**config.mk**
```make
export PLATFORM = sky130hd
export DESIGN_NAME = xbar_arbiter
export DESIGN_NICKNAME = d
export VERILOG_FILES = /design/src/rtl/xbar_pkg.sv /design/src/rtl/rr_arb_s.sv /design/src/rtl/xbar_arbiter.sv
export SDC_FILE = /design/constraint.sdc
export NUM_CORES = 1
export LEC_CHECK = 0
export ABC_AREA = 1
export ABC_CLOCK_PERIOD_IN_PS = 2500
export BUFFER_PORTS_ARGS = -buffer_cell sky130_fd_sc_hd__buf_2
export CAP_MARGIN = 10
export CORE_MARGIN = 2
export CORE_UTILIZATION = 50
export CTS_CLUSTER_DIAMETER = 120
export DETAILED_ROUTE_END_ITERATION = 6
export PLACE_DENSITY = 0.83
export SETUP_SLACK_MARGIN = 0.15
export SLEW_MARGIN = 0
export SYNTH_ARGS = -nofsm -noshare
export SYNTH_HDL_FRONTEND = slang
export SYNTH_HIERARCHICAL = 1
export SYNTH_SLANG_ARGS = --single-unit
```
**constraint.sdc**
```tcl
create_clock -name clk_i -period 2.5 [get_ports clk_i]
set_clock_uncertainty 0.15 [all_clocks]
set_input_delay 0.125 -clock clk_i [delete_from_list [all_inputs] [get_ports clk_i]]
set_output_delay 0.125 -clock clk_i [all_outputs]
set_load 0.02 [all_outputs]
```
**src/rtl/xbar_pkg.sv**
```systemverilog
// Shared types and helpers for the stream crossbar arbiter.
package xbar_pkg;

    typedef enum logic {
        ARB_IDLE = 1'b0,
        ARB_BUSY = 1'b1
    } arb_state_t;

    // Index width for n items, never below one bit so single-entry ports stay legal.
    function automatic int idx_width(input int n);
        return (n > 1) ? $clog2(n) : 1;
    endfunction

endpackage

```
**src/rtl/rr_arb_s.sv**
```systemverilog
// Single-output round-robin arbiter that locks its grant for a whole packet.
module rr_arb_s
    import xbar_pkg::*;
#(
    parameter int S_COUNT = 2
) (
    input  logic               clk_i,
    input  logic               rst_n_i,
    input  logic [S_COUNT-1:0] req_i,
    input  logic [S_COUNT-1:0] s_valid_i,
    input  logic [S_COUNT-1:0] s_last_i,
    input  logic               m_ready_i,
    output logic [S_COUNT-1:0] grant_o,
    output logic               busy_o
);

    localparam int PW = idx_width(S_COUNT);

    arb_state_t           state_q, state_d;
    logic [S_COUNT-1:0]   grant_q, grant_d;
    logic [PW-1:0]        ptr_q, ptr_d;
    logic                 xfer_last;
    logic                 found;
    logic [2*S_COUNT-1:0] req_dbl;
    logic [S_COUNT-1:0]   req_rot;
    logic [S_COUNT-1:0]   gnt_rot;
    logic [2*S_COUNT-1:0] gnt_dbl;

    // The packet ends when the granted source moves its last beat into the sink.
    assign xfer_last = m_ready_i && |(grant_q & s_valid_i & s_last_i);

    always_comb begin
        state_d = state_q;
        grant_d = grant_q;
        ptr_d   = ptr_q;
        found   = 1'b0;
        gnt_rot = '0;
        // Rotate requests so that bit 0 is the source at the pointer.
        req_dbl = {req_i, req_i} >> ptr_q;
        req_rot = req_dbl[S_COUNT-1:0];
        for (int i = 0; i < S_COUNT; i++) begin
            if (!found && req_rot[i]) begin
                found      = 1'b1;
                gnt_rot[i] = 1'b1;
            end
        end
        gnt_dbl = {gnt_rot, gnt_rot} << ptr_q;

        case (state_q)
            ARB_IDLE: begin
                if (found) begin
                    grant_d = gnt_dbl[2*S_COUNT-1:S_COUNT];
                    state_d = ARB_BUSY;
                end
            end
            ARB_BUSY: begin
                if (xfer_last) begin
                    state_d = ARB_IDLE;
                    grant_d = '0;
                    for (int i = 0; i < S_COUNT; i++) begin
                        if (grant_q[i]) begin
                            ptr_d = (i == S_COUNT - 1) ? '0 : PW'(i + 1);
                        end
                    end
                end
            end
            default: begin
                state_d = ARB_IDLE;
                grant_d = '0;
            end
        endcase
    end

    always_ff @(posedge clk_i) begin
        if (!rst_n_i) begin
            state_q <= ARB_IDLE;
            grant_q <= '0;
            ptr_q   <= '0;
        end else begin
            state_q <= state_d;
            grant_q <= grant_d;
            ptr_q   <= ptr_d;
        end
    end

    assign grant_o = grant_q;
    assign busy_o  = (state_q == ARB_BUSY);

endmodule

```
**src/rtl/xbar_arbiter.sv**
```systemverilog
// Per-output packet arbiter driving crossbar mux selects and source ready.
// Handshake: a beat moves when s_valid_i[s] && s_ready_o[s]; ready never depends on valid.
module xbar_arbiter
    import xbar_pkg::*;
#(
    parameter  int S_DATA_COUNT = 2,
    parameter  int M_DATA_COUNT = 3,
    localparam int T_DEST_WIDTH = idx_width(M_DATA_COUNT)
) (
    input  logic                                 clk_i,
    input  logic                                 rst_n_i,
    input  logic [S_DATA_COUNT*T_DEST_WIDTH-1:0] s_dest_i,
    input  logic [S_DATA_COUNT-1:0]              s_valid_i,
    input  logic [S_DATA_COUNT-1:0]              s_last_i,
    input  logic [M_DATA_COUNT-1:0]              m_ready_i,
    output logic [M_DATA_COUNT*S_DATA_COUNT-1:0] req_o,
    output logic [S_DATA_COUNT-1:0]              s_ready_o
);

    localparam logic [T_DEST_WIDTH:0] M_LIMIT = (T_DEST_WIDTH + 1)'(M_DATA_COUNT);

    logic [S_DATA_COUNT-1:0] grant   [M_DATA_COUNT];
    logic [S_DATA_COUNT-1:0] req_vec [M_DATA_COUNT];
    logic [M_DATA_COUNT-1:0] busy;
    logic [S_DATA_COUNT-1:0] held;
    logic [S_DATA_COUNT-1:0] sink;
    logic [T_DEST_WIDTH:0]   dest_ext;

    always_comb begin
        held     = '0;
        sink     = '0;
        dest_ext = '0;
        for (int o = 0; o < M_DATA_COUNT; o++) begin
            req_vec[o] = '0;
            held       = held | grant[o];
        end
        // Destination only matters for sources not already locked to an output.
        for (int s = 0; s < S_DATA_COUNT; s++) begin
            dest_ext = {1'b0, s_dest_i[s*T_DEST_WIDTH +: T_DEST_WIDTH]};
            sink[s]  = rst_n_i && !held[s] && (dest_ext >= M_LIMIT);
            for (int o = 0; o < M_DATA_COUNT; o++) begin
                req_vec[o][s] = s_valid_i[s] && !held[s] &&
                                (dest_ext == (T_DEST_WIDTH + 1)'(o));
            end
        end
    end

    always_comb begin
        s_ready_o = sink;
        req_o     = '0;
        for (int o = 0; o < M_DATA_COUNT; o++) begin
            req_o[o*S_DATA_COUNT +: S_DATA_COUNT] = grant[o];
            s_ready_o = s_ready_o | (grant[o] & {S_DATA_COUNT{busy[o] & m_ready_i[o]}});
        end
    end

    for (genvar o = 0; o < M_DATA_COUNT; o++) begin : g_arb
        rr_arb_s #(
            .S_COUNT(S_DATA_COUNT)
        ) u_arb (
            .clk_i    (clk_i),
            .rst_n_i  (rst_n_i),
            .req_i    (req_vec[o]),
            .s_valid_i(s_valid_i),
            .s_last_i (s_last_i),
            .m_ready_i(m_ready_i[o]),
            .grant_o  (grant[o]),
            .busy_o   (busy[o])
        );
    end

endmodule

```
# Word-level counts from Yosys, hierarchy flattened

Index checks and enable logic that the tools add are counted.

Equal/unequal tests: 10
Bitwise logic cells: 20
$lt $le $gt $ge: 2
Reduce and logical (&&, ||, !) cells: 37
Multiplexer cells: 33
Shift operators: 6

Operator list:

| operator           | number |
|---|---|
| $mux 1             | 21 |
| $and 2x2->2        | 9 |
| $logic_and 1x1->1  | 18 |
| $mux 2             | 6 |
| $pmux 2 s2         | 3 |
| $shl 4x1->4        | 3 |
| $shr 4x1->2        | 3 |
| $or 2x2->2         | 5 |
| $reduce_and 3->1   | 3 |
| $ne 2x1->1 const B | 3 |
| $ne 2x2->1 const B | 3 |
| $pmux 1 s2         | 3 |
| $reduce_and 2->1   | 3 |
| $reduce_bool 2->1  | 3 |
| $reduce_or 2->1    | 3 |
| $logic_not 1->1    | 5 |
| $eq 2x1->1 const B | 2 |
| $eq 2x2->1 const B | 2 |
| $ge 2x2->1 const B | 2 |
| $logic_not 2->1    | 2 |
| $and 1x1->1        | 3 |
| $not 1->1          | 3 |

Input bits: 13
Register bits: 12
Output and inout bits: 8
Logic and storage cells: 117

# Depth between registers and ports, before layout

Gate-level depths: netlist (run 1).

Word-level depth: 13
Gate-level depth with buffers: 7
Mapped depth without buffers: 7

# Hierarchy

The synthesis (run 1) kept the hierarchy.

Modules (own cells, without submodules):

| module       | cells an instance | seq. area each (sq um) | area an instance (sq um) | times used |
|---|---|---|---|---|
| rr_arb_s     | 32                | 80.1                   | 236.5                    | 3 |
| xbar_arbiter | 43                | 0.0                    | 186.4                    | 1 |

# Least setup slack after synthesis (run 1)

OpenSTA, ideal clock, no wires.

Kind: reg-to-reg
From: reg g_arb[1].u_arb.grant_q[0]
To: reg g_arb[0].u_arb.grant_q[0]
Arrival time: 1.113 ns
Period minus slack after synthesis: 1.378 ns
Setup time: 0.115 ns
Data required time: 2.235 ns
Path slack: 1.122 ns
Path buffers: 0
Cell stages (with the launch flop): 7
Cell sequence: dfxtp_1 > nor2_2 > nand3_2 > nor2_1 > o21ai_2 > a21oi_1 > nor2_1

RTL lines:

| element                | RTL line       | text |
|---|---|---|
| start, declared        | rr_arb_s.sv:20 | `logic [S_COUNT-1:0] grant_q, grant_d;` |
| start signal, assigned | rr_arb_s.sv:81 | `grant_q <= grant_d;` |
| end signal, assigned   | rr_arb_s.sv:81 |  |
| end, declared          | rr_arb_s.sv:20 |  |

==> results of run 1 <==
## worst min-delay path: stages
cell and delay (ns):
buf_2 0.13, nand4_1 0.09, a21oi_1 0.06
## power groups by stage
stage	Combinational, mW	Clock, mW	Sequential (mW)
finish	0.168	0.156	0.238
detailed placement	0.168	0	0.243
floorplan	0.102	0	0.251
global placement	0.162	0	0.241
global route	0.189	0.170	0.241
CTS	0.168	0.164	0.238
## cells in the final DEF, fill, tap and decap left out
cell | synthesis | routed
inv_1 | 20 | 20
nand2_1 | 34 | 34
nand3_2 | 8 | 8
inv_2 | 3 | 3
dfxtp_1 | 12 | 12
nand4_1 | 3 | 3
nor2_1 | 18 | 18
o21ai_2 | 3 | 3
nor2_2 | 2 | 2
nand2_4 | 3 | 3
nand3_4 | 3 | 3
buf_2 | 0 | 20
a21oi_1 | 18 | 18
clkbuf_8 | 0 | 1
nand3_1 | 12 | 12
clkbuf_4 | 0 | 3
## cell families (layout without fill, tap and decap cells)
logic type             after synthesis  after routing  share of synthesized area
and+or+nand+nor                     83             83                      0.506
buffers and inverters               23             47                     0.0964
AOI/OAI and AO/OA                   21             21                      0.130
DFF                                 12             12                      0.268
## worst paths after layout
check,cells past startpoint,slack (ns),to,from
worst max-delay path,6,0.97,g_arb[1].u_arb/grant_o[0]$_SDFFE_PN0P_,g_arb[1].u_arb/grant_o[0]$_SDFFE_PN0P_
worst max register to register,6,0.97,g_arb[1].u_arb/grant_o[0]$_SDFFE_PN0P_,g_arb[1].u_arb/grant_o[0]$_SDFFE_PN0P_
worst min register to register,2,0.33,g_arb[1].u_arb/ptr_q$_SDFFE_PN0P_,g_arb[1].u_arb/ptr_q$_SDFFE_PN0P_
worst min-delay path,3,0.03,g_arb[2].u_arb/ptr_q$_SDFFE_PN0P_,m_ready_i[2]
## metrics by stage
step / worst slack [ns] / hold WS [ns] / cell area (sq um) / total power [mW]
final: 0.969 / 0.0257 / 1060 / 0.563
after global routing: 0.803 / 0.0250 / 1060 / 0.600
after CTS: 0.988 / 0.0102 / 1060 / 0.570
after detailed placement: 1.01 / 0.311 / 1030 / 0.410
after global placement: 1.03 / 0.302 / 1030 / 0.403
after floorplan: 1.12 / 0.0957 / 896 / 0.352
## layout make-up
| class | count | area [sq um] | area share |
|---|---|---|---|
| sequential | 12 | 240 | 0.226 |
| multi-input combinational | 104 | 569 | 0.535 |
| clock buffer | 4 | 36.3 | 0.0341 |
| tap | 25 | 31.3 | 0.0294 |
| inverter | 23 | 86.3 | 0.0812 |
| timing repair buffer | 20 | 100 | 0.0941 |
## sequential cells by signal, indices dropped and copies added, names as in the netlist
name / flops
g_arb.u_arb/grant_o: 6
g_arb.u_arb/busy_o: 3
g_arb.u_arb/ptr_q: 3
## metal layers
metal	track usage	routed length, um	up-vias
met5	0	0	-
met4	0.0514	0	0
met3	0.0314	107	0
met2	0.325	928	23
met1	0.313	1000	407
li1	-	-	496
==> run_results.csv, run 1 <==
group,metric,value,unit
routing,drcViolationCount,0,
pwr,p_int,357,uW
sta,fin_setup_tns,0,ns
floorplanning,rows,15,
place,io_buffers,20,
routing,via_per_inst,4.93,
sta,max_clock_freq,653,MHz
clock_tree,cts_max_level,1,
clock_tree,clock_sinks,12,
routing,wl_per_cell,10.8,um
sta,relSlewSlack,0.805,
synthesis,synth_seq_area_share,0.268,
floorplanning,dieWidth,46.3,um
synthesis,ys.flop_type,"dfxtp_1",
routing,dr.first_iter.drc_count,24,
synthesis,synth_top_cell_area_share,0.268,
place,hpwlAfterDp,1.69,mm
global_routing,grt_usage,0.213,
clock_tree,clock_latency,0.27,ns
place,dp_cells,184,
cells_and_area,nets,177,
worst_setup_path,critical_path.slowest_cell,"dfxtp_1",
synthesis,synthArstFlopShare,0,
pwr,clkPwrFrac,0.278,
cells_and_area,drive_above_1_share,0.282,
sta,setup-violations-final,0,
worst_setup_path,path_max_fanout,5,
status,outcome,"completed",
worst_setup_path,crit_type,"reg2reg",
sta,fin_crit_sh,0.612,
synthesis,yosysMostFrequentCell,"nand2_1",
clock_tree,numCtsBuffers,3,
global_routing,first_global_vias,794,
cells_and_area,area_delta_synth_final,18.7,%
synthesis,synth_area_leaders,"dfxtp_1, nand2_1, a21oi_1",
pwr,vdd_drop_max,0.349,mV
pwr,swShare,0.365,
pwr,pwr-share-seq,0.424,
cells_and_area,num_antenna_cells,0,
clock_tree,cts.repair.resized,0,
global_routing,grt_pass1_wl,3.31,mm
job,maxCapViolations,0,
synthesis,synth_common_cells,"nand2_1, inv_1, a21oi_1, nor2_1",
clock_tree,hold_buffers,0,
worst_setup_path,worstPathArrival,1.55,ns
floorplanning,die_area,2150,sq um
sta,rsz0062_at_grt,"no",
synthesis,synth.cell_area,896,sq um
min_path,hp-class,"in2reg",
cells_and_area,fin_util,0.623,
worst_setup_path,crit_chain,"nor2_2 > nand3_2 > nor2_1 > o21ai_2 > a21oi_1 > nor2_1",
sta,min_period,1.53,ns
worst_setup_path,max_stage_delay,0.38,ns
floorplanning,core,1710,sq um
worst_setup_path,worst-path-buf-inv,0,
routing,dr.pass1.iters,4,
place,gp_congestion,0.827,
clock_tree,post_cts_buffers,0,
pwr,p_leak,0.490,nW
floorplanning,start_util,0.525,
synthesis,yosysTopAreaCell,"dfxtp_1",
sta,report.final.slew_viol_count,0,
global_routing,antenna_found_initial,0,
sta,finalHoldViolations,0,
synthesis,syn_inst,139,
routing,vias,926,
clock_tree,clock_path_buffers,2,
pwr,p_sw,205,uW
cells_and_area,fill_cells,162,
synthesis,synth-edff-count,0,
routing,drt_wl_total,2.04,mm
global_routing,grt-ovfl-total,0,
cells_and_area,stdcell_count,188,
pwr,combinationalPowerShare,0.299,
sta,worst_slew_pin_slew,0.292,ns
synthesis,avgSynthCellArea,6.45,sq um
clock_tree,cts_root_buf,"clkbuf_4",
worst_setup_path,critPathRequiredTime,2.52,ns
worst_setup_path,cpMostUsedCell,"nor2_1",
synthesis,ys_ff_latch,12,
pwr,power_density,529,nW/um^2
worst_setup_path,critPathTopFamily,"simple AND/OR/NAND/NOR gates",
floorplanning,ioPinCount,21,
floorplanning,die-height,46.3,um
synthesis,ys_types,13,
clock_tree,clkTransAtPathRegs,0.08,ns
worst_setup_path,cp-end-kind,"flop",
worst_setup_path,critPathLaunchType,"flop",
synthesis,ys.warnings.count,6,
clock_tree,cts_tree,"yes",
global_routing,grt_max_degree,11,
synthesis,syn-num-nets,152,
routing,drtAntennaViolNets,0,
Note: power is estimated with default switching activity, not from simulation.
==> inputs of run 2 (changes only) <==
ABC_CLOCK_PERIOD_IN_PS = 1400   (was 2500)
CORE_UTILIZATION = 47   (was 50)
PLACE_DENSITY = 0.82   (was 0.83)
clock period = 1.4 ns   (was 2.5 ns; I/O delays follow)
==> run 2 against run 1 <==
  * Clock power rose by 85%
  * Wire length up 26%
  * Largest power group is now combinational cells
  * Largest cell class unchanged
  * Core utilization up 11 points
==> run_results.csv, run 2 (synthesized netlist as in run 1, its figures left out) <==
group,metric,value,unit
status,outcome,"completed",
routing,drtAntennaViolNets,0,
pwr,vdd_drop_max,0.681,mV
floorplanning,rows,15,
place,gp_congestion,0.865,
routing,wl_per_cell,12.9,um
place,dp_cells,185,
cells_and_area,final_cell_mix,"nand2_1, inv_1, buf_2, a21oi_1, nand3_1",
floorplanning,start_util,0.508,
cells_and_area,nets,188,
sta,report.final.slew_viol_count,0,
floorplanning,die-height,47.7,um
clock_tree,numCtsBuffers,3,
cells_and_area,largest_register_ff_count,6,
worst_setup_path,critPathRequiredTime,1.42,ns
cells_and_area,stdcell_count,199,
routing,via_per_inst,5.24,
clock_tree,clock_path_buffers,2,
global_routing,grt_usage,0.248,
routing,vias,1043,
clock_tree,clock_sinks,12,
global_routing,first_global_vias,932,
sta,max_clock_freq,719,MHz
global_routing,antenna_found_initial,0,
sta,setup_slack,0.0101,ns
routing,drt_wl_total,2.56,mm
job,maxCapViolations,0,
pwr,p_leak,0.552,nW
floorplanning,ioPinCount,21,
routing,dr.pass1.iters,4,
routing,drcViolationCount,0,
worst_setup_path,worstPathArrival,1.41,ns
routing,dr.first_iter.drc_count,37,
floorplanning,die_area,2270,sq um
cells_and_area,fin_util,0.738,
cells_and_area,num_antenna_cells,0,
global_routing,grt-ovfl-total,0,
place,hpwlAfterDp,1.88,mm
floorplanning,core,1760,sq um
worst_setup_path,critPathLaunchType,"flop",
worst_setup_path,crit_type,"reg2reg",
sta,rsz0062_at_grt,"yes",
clock_tree,clock_latency,0.28,ns
sta,min_period,1.39,ns
clock_tree,cts_root_buf,"clkbuf_4",
floorplanning,dieWidth,47.7,um
global_routing,grt_max_degree,10,
clock_tree,cts_tree,"yes",
cells_and_area,fill_cells,156,
cells_and_area,area_delta_synth_final,45.3,%
pwr,total_power,1.14,mW
sta,relSlewSlack,0.835,
worst_setup_path,path_max_fanout,5,
place,place_ws,0.0433,ns
cells_and_area,layout_commonest_cell,"nand2_1",
place,io_buffers,20,
pwr,power_density,879,nW/um^2
global_routing,grt_pass1_wl,3.93,mm
sta,finalHoldViolations,0,
sta,setup-violations-final,0,
clock_tree,clkTransAtPathRegs,0.08,ns
sta,worst_slew_pin_slew,0.248,ns
sta,whs,0.0235,ns
cells_and_area,drive_above_1_share,0.443,
min_path,hp-class,"in2reg",
worst_setup_path,cp-end-kind,"flop",
sta,fin_crit_sh,0.993,
clock_tree,cts_max_level,1,
## run 2: cell types whose count changed in the layout (fill, tap and decap cells not counted), sizes merged
cell	delta
buf	+7
dlygate4sd3	+4
## run 2: path summary, 6_finish.rpt
path	cells after the start	slack [ns]	start	endpoint
max	6	0.01	g_arb[1].u_arb/grant_o[1]$_SDFFE_PN0P_	g_arb[2].u_arb/grant_o[0]$_SDFFE_PN0P_
min reg2reg	2	0.34	g_arb[0].u_arb/ptr_q$_SDFFE_PN0P_	g_arb[0].u_arb/ptr_q$_SDFFE_PN0P_
min	4	0.02	m_ready_i[2]	g_arb[2].u_arb/busy_o$_SDFF_PN0_
max reg2reg	6	0.01	g_arb[1].u_arb/grant_o[1]$_SDFFE_PN0P_	g_arb[2].u_arb/grant_o[0]$_SDFFE_PN0P_
## run 2: repair_timing
item                                    4_1_cts  5_1_grt
setup buffers                                 4        2
endpoints found under the setup margin       11       11
hold buffers                                  4        0
endpoints found under the hold margin         4        0
pin swaps                                     5        2
gates resized for setup                      15        5
## run 2: layout make-up
class	count	area [sq um]	share of cell area
repair buffers	31	205	0.158
clock buffers	4	36.3	0.0279
flip-flops and latches	12	274	0.211
well taps	25	31.3	0.0240
multi-input cells	104	666	0.512
inverters	23	88.8	0.0683
## run 2: worst max-delay path, stage by stage, from the launching register on
cell and delay [ns]:
dfxtp_4 0.38, nor2_4 0.13, nand3_4 0.12, nor2_4 0.16, o21ai_2 0.12, a21oi_1 0.17, nor2_1 0.06
## run 2: metal layers
metal	part of all wire	up-vias	global-route usage
met2	0.50	35	0.451
li1	-	527	-
met1	0.44	477	0.306
met5	0	-	0
met3	0.061	4	0.0264
met4	0.0074	0	0.0703
## run 2: power breakdown
part           internal (mW)  switching [mW]
sequential             0.378          0.0470
clock                  0.158           0.130
combinational          0.169           0.260
total                  0.706           0.438
## run 2: metrics by stage
step | cell area, sq um | setup TNS (ns)
finish | 1300 | 0
global route | 1300 | -0.0340
CTS | 1270 | 0
detailed placement | 1120 | 0
global placement | 1120 | 0
floorplan | 986 | 0
==> inputs of run 3 (changes only) <==
CORE_UTILIZATION = 45   (was 47)
PLACE_DENSITY = 0.81   (was 0.82)
SYNTH_HIERARCHICAL = not set   (was 1)
==> run 3 against run 2 <==
  * Wire length fell by 15%
  * Combinational power fell by 42%
  * Critical path depth fell by 2
  * Sequential share of layout area rose by 2.7 points
  * Register-to-register slack improved by 0.05 ns
  * Die area fell by 8.4%
  * Synthesized cell count fell by 19%
  * Total power fell by 25%
  * Cell count fell by 19%
  * Core utilization fell by 8.6 points
==> run_results.csv, run 3 <==
group,metric,value,unit
clock_tree,clock_latency,0.29,ns
synthesis,synth-edff-count,0,
synthesis,ys.flop_type,"dfxtp_1",
worst_setup_path,max_stage_delay,0.36,ns
synthesis,yosysTopAreaCell,"dfxtp_1",
synthesis,synth.cell_area,779,sq um
routing,m1WireLength,871,um
pwr,clkPwrFrac,0.269,
place,place_ws,0.128,ns
floorplanning,die_area,2080,sq um
job,maxCapViolations,0,
sta,rsz0062_at_grt,"yes",
worst_setup_path,path_max_fanout,5,
worst_setup_path,worstPathArrival,1.13,ns
global_routing,grt-ovfl-total,0,
routing,wl_per_cell,13.5,um
synthesis,avgSynthCellArea,6.90,sq um
routing,drtAntennaViolNets,0,
sta,setup_slack,0.0472,ns
worst_setup_path,crit_type,"reg2out",
global_routing,grt_max_degree,7,
worst_setup_path,critPathTopFamily,"flip-flops",
status,outcome,"completed",
global_routing,grt_usage,0.240,
synthesis,ys_types,18,
worst_setup_path,critical_path.slowest_cell,"dfxtp_2",
place,placed_cell_area,915,sq um
floorplanning,dieWidth,45.6,um
synthesis,yosysMostFrequentCell,"inv_1",
place,hpwlAfterDp,1.47,mm
sta,relSlewSlack,0.843,
routing,routed.top_layer,"met4",
cells_and_area,stdcell_count,162,
routing,dr.pass1.iters,4,
sta,max_clock_freq,739,MHz
routing,dr.first_iter.drc_count,28,
floorplanning,ioPinCount,21,
sta,worst_slew_pin_slew,0.234,ns
floorplanning,core,1670,sq um
clock_tree,cts_tree,"yes",
synthesis,synth_common_cells,"inv_1, nand2_1, nand3_1",
worst_setup_path,crit_chain,"nor2_4 > nand3_1 > o2111ai_1 > buf_4",
synthesis,synth_area_leaders,"dfxtp_1, inv_1, nand4_2",
worst_setup_path,critPathRequiredTime,1.18,ns
sta,setup-violations-final,0,
synthesis,ys.warnings.count,0,
pwr,p_sw,294,uW
synthesis,synth_seq_area_share,0.308,
cells_and_area,num_antenna_cells,0,
global_routing,antenna_found_initial,0,
clock_tree,numCtsBuffers,3,
clock_tree,clkTransAtPathRegs,0.07,ns
clock_tree,clock_sinks,12,
pwr,swShare,0.343,
pwr,vdd_drop_max,0.476,mV
place,dp_cells,150,
routing,drcViolationCount,0,
global_routing,first_global_vias,835,
routing,wl_met3,199,um
cells_and_area,final_cell_mix,"buf_2, inv_1, nand3_1, nand2_1, nor2_1",
worst_setup_path,cp-end-kind,"primary output",
routing,vias,903,
synthesis,syn_inst,113,
pwr,p_int,563,uW
global_routing,grt_pass1_wl,3.45,mm
clock_tree,cts_root_buf,"clkbuf_4",
cells_and_area,drive_above_1_share,0.483,
sta,finalHoldViolations,0,
worst_setup_path,worst-path-buf-inv,1,
worst_setup_path,critPathLaunchType,"flop",
floorplanning,start_util,0.467,
synthesis,ys_ff_latch,12,
pwr,total_power,857,uW
clock_tree,cts_max_level,1,
pwr,combinationalPowerShare,0.288,
sta,fin_crit_sh,0.966,
cells_and_area,fill_cells,140,
cells_and_area,layout_commonest_cell,"buf_2",
clock_tree,clock_path_buffers,2,
sta,whs,0.0000783,ns
cells_and_area,nets,160,
place,gp_congestion,0.867,
synthesis,synthArstFlopShare,0,
min_path,hp-class,"in2reg",
routing,dr_wl_met2,1.06,mm
synthesis,syn-num-nets,126,
place,io_buffers,20,
routing,drt_wl_total,2.19,mm
floorplanning,die-height,45.6,um
pwr,p_leak,0.475,nW
pwr,power_density,787,nW/um^2
synthesis,synth_top_cell_area_share,0.308,
cells_and_area,largest_register_ff_count,6,
cells_and_area,final_area,1090,sq um
cells_and_area,area_delta_synth_final,39.6,%
pwr,pwr-share-seq,0.444,
sta,report.final.slew_viol_count,0,
routing,via_per_inst,5.57,
sta,min_period,1.35,ns
floorplanning,rows,15,
==> run 3: cell types whose count changed after synthesis, sizes merged, moves of 6 or more <==
cell	before	now
nand3	23	14
o21ai	3	9
nand2	37	20
a21oi	18	9
nor2	20	14
==> run 3: area by class of cell <==
cell class              instances  area, sq um  share of cell area
multi-input cells              79          510               0.469
repair buffers                 30          194               0.178
clock buffers                   3         22.5              0.0207
flip-flops and latches         12          259               0.238
inverters                      21         81.3              0.0747
well taps                      17         21.3              0.0195
==> run 3: worst paths after layout <==
| check | start | to | slack, ns | cells after the start |
|---|---|---|---|---|
| worst max-delay path | g_arb[1].u_arb.grant_o[0]$_SDFFE_PN0P_ | s_ready_o[0] | 0.05 | 4 |
| worst min-delay path | rst_n_i | g_arb[2].u_arb.grant_o[0]$_SDFFE_PN0P_ | 0.00008 | 3 |
| worst max register to register | g_arb[0].u_arb.grant_o[1]$_SDFFE_PN0P_ | g_arb[2].u_arb.grant_o[1]$_SDFFE_PN0P_ | 0.06 | 6 |
| worst min register to register | g_arb[0].u_arb.ptr_q$_SDFFE_PN0P_ | g_arb[0].u_arb.ptr_q$_SDFFE_PN0P_ | 0.34 | 2 |
==> run 3: logic make-up after synthesis <==
kind of cell    synth area share
flops                      0.308
buf+inv                    0.108
simple gates               0.388
compound gates             0.196
==> run 3: per-stage QoR <==
stage | utilization | TNS, ns
global route | 0.652 | -0.0110
CTS | 0.631 | 0
global placement | 0.548 | 0
finish | 0.652 | 0
floorplan | - | 0
detailed placement | 0.548 | 0
==> run 3: layer usage <==
| layer | vias to the layer above | global-route usage |
|---|---|---|
| li1 | 445 | - |
| met1 | 403 | 0.280 |
| met2 | 50 | 0.392 |
| met3 | 5 | 0.0397 |
| met4 | 0 | 0.176 |
| met5 | - | 0 |
==> run 3: what timing repair did <==
action	CTS	global route
endpoints found under the setup margin	7	12
setup buffers	8	0
hold buffers	1	0
pin swaps	6	3
resized for setup	19	10
hold endpoints to repair	3	0
==> run 3: power by group through the flow <==
stage                     registers, mW  clock network [mW]  logic, mW
after global placement            0.391                   0      0.171
after global routing              0.383               0.243      0.268
after detailed placement          0.393                   0      0.173
after CTS                         0.379               0.229      0.228
final                             0.380               0.230      0.247
after floorplan                   0.400                   0      0.105
==> run 3: worst register-to-register path, stage by stage (launching register included) <==
cell	delay, ns
dfxtp_4	0.37
nor2_4	0.15
buf_4	0.14
nand4_4	0.11
nor2_2	0.14
o21ai_1	0.07
a21oi_1	0.15
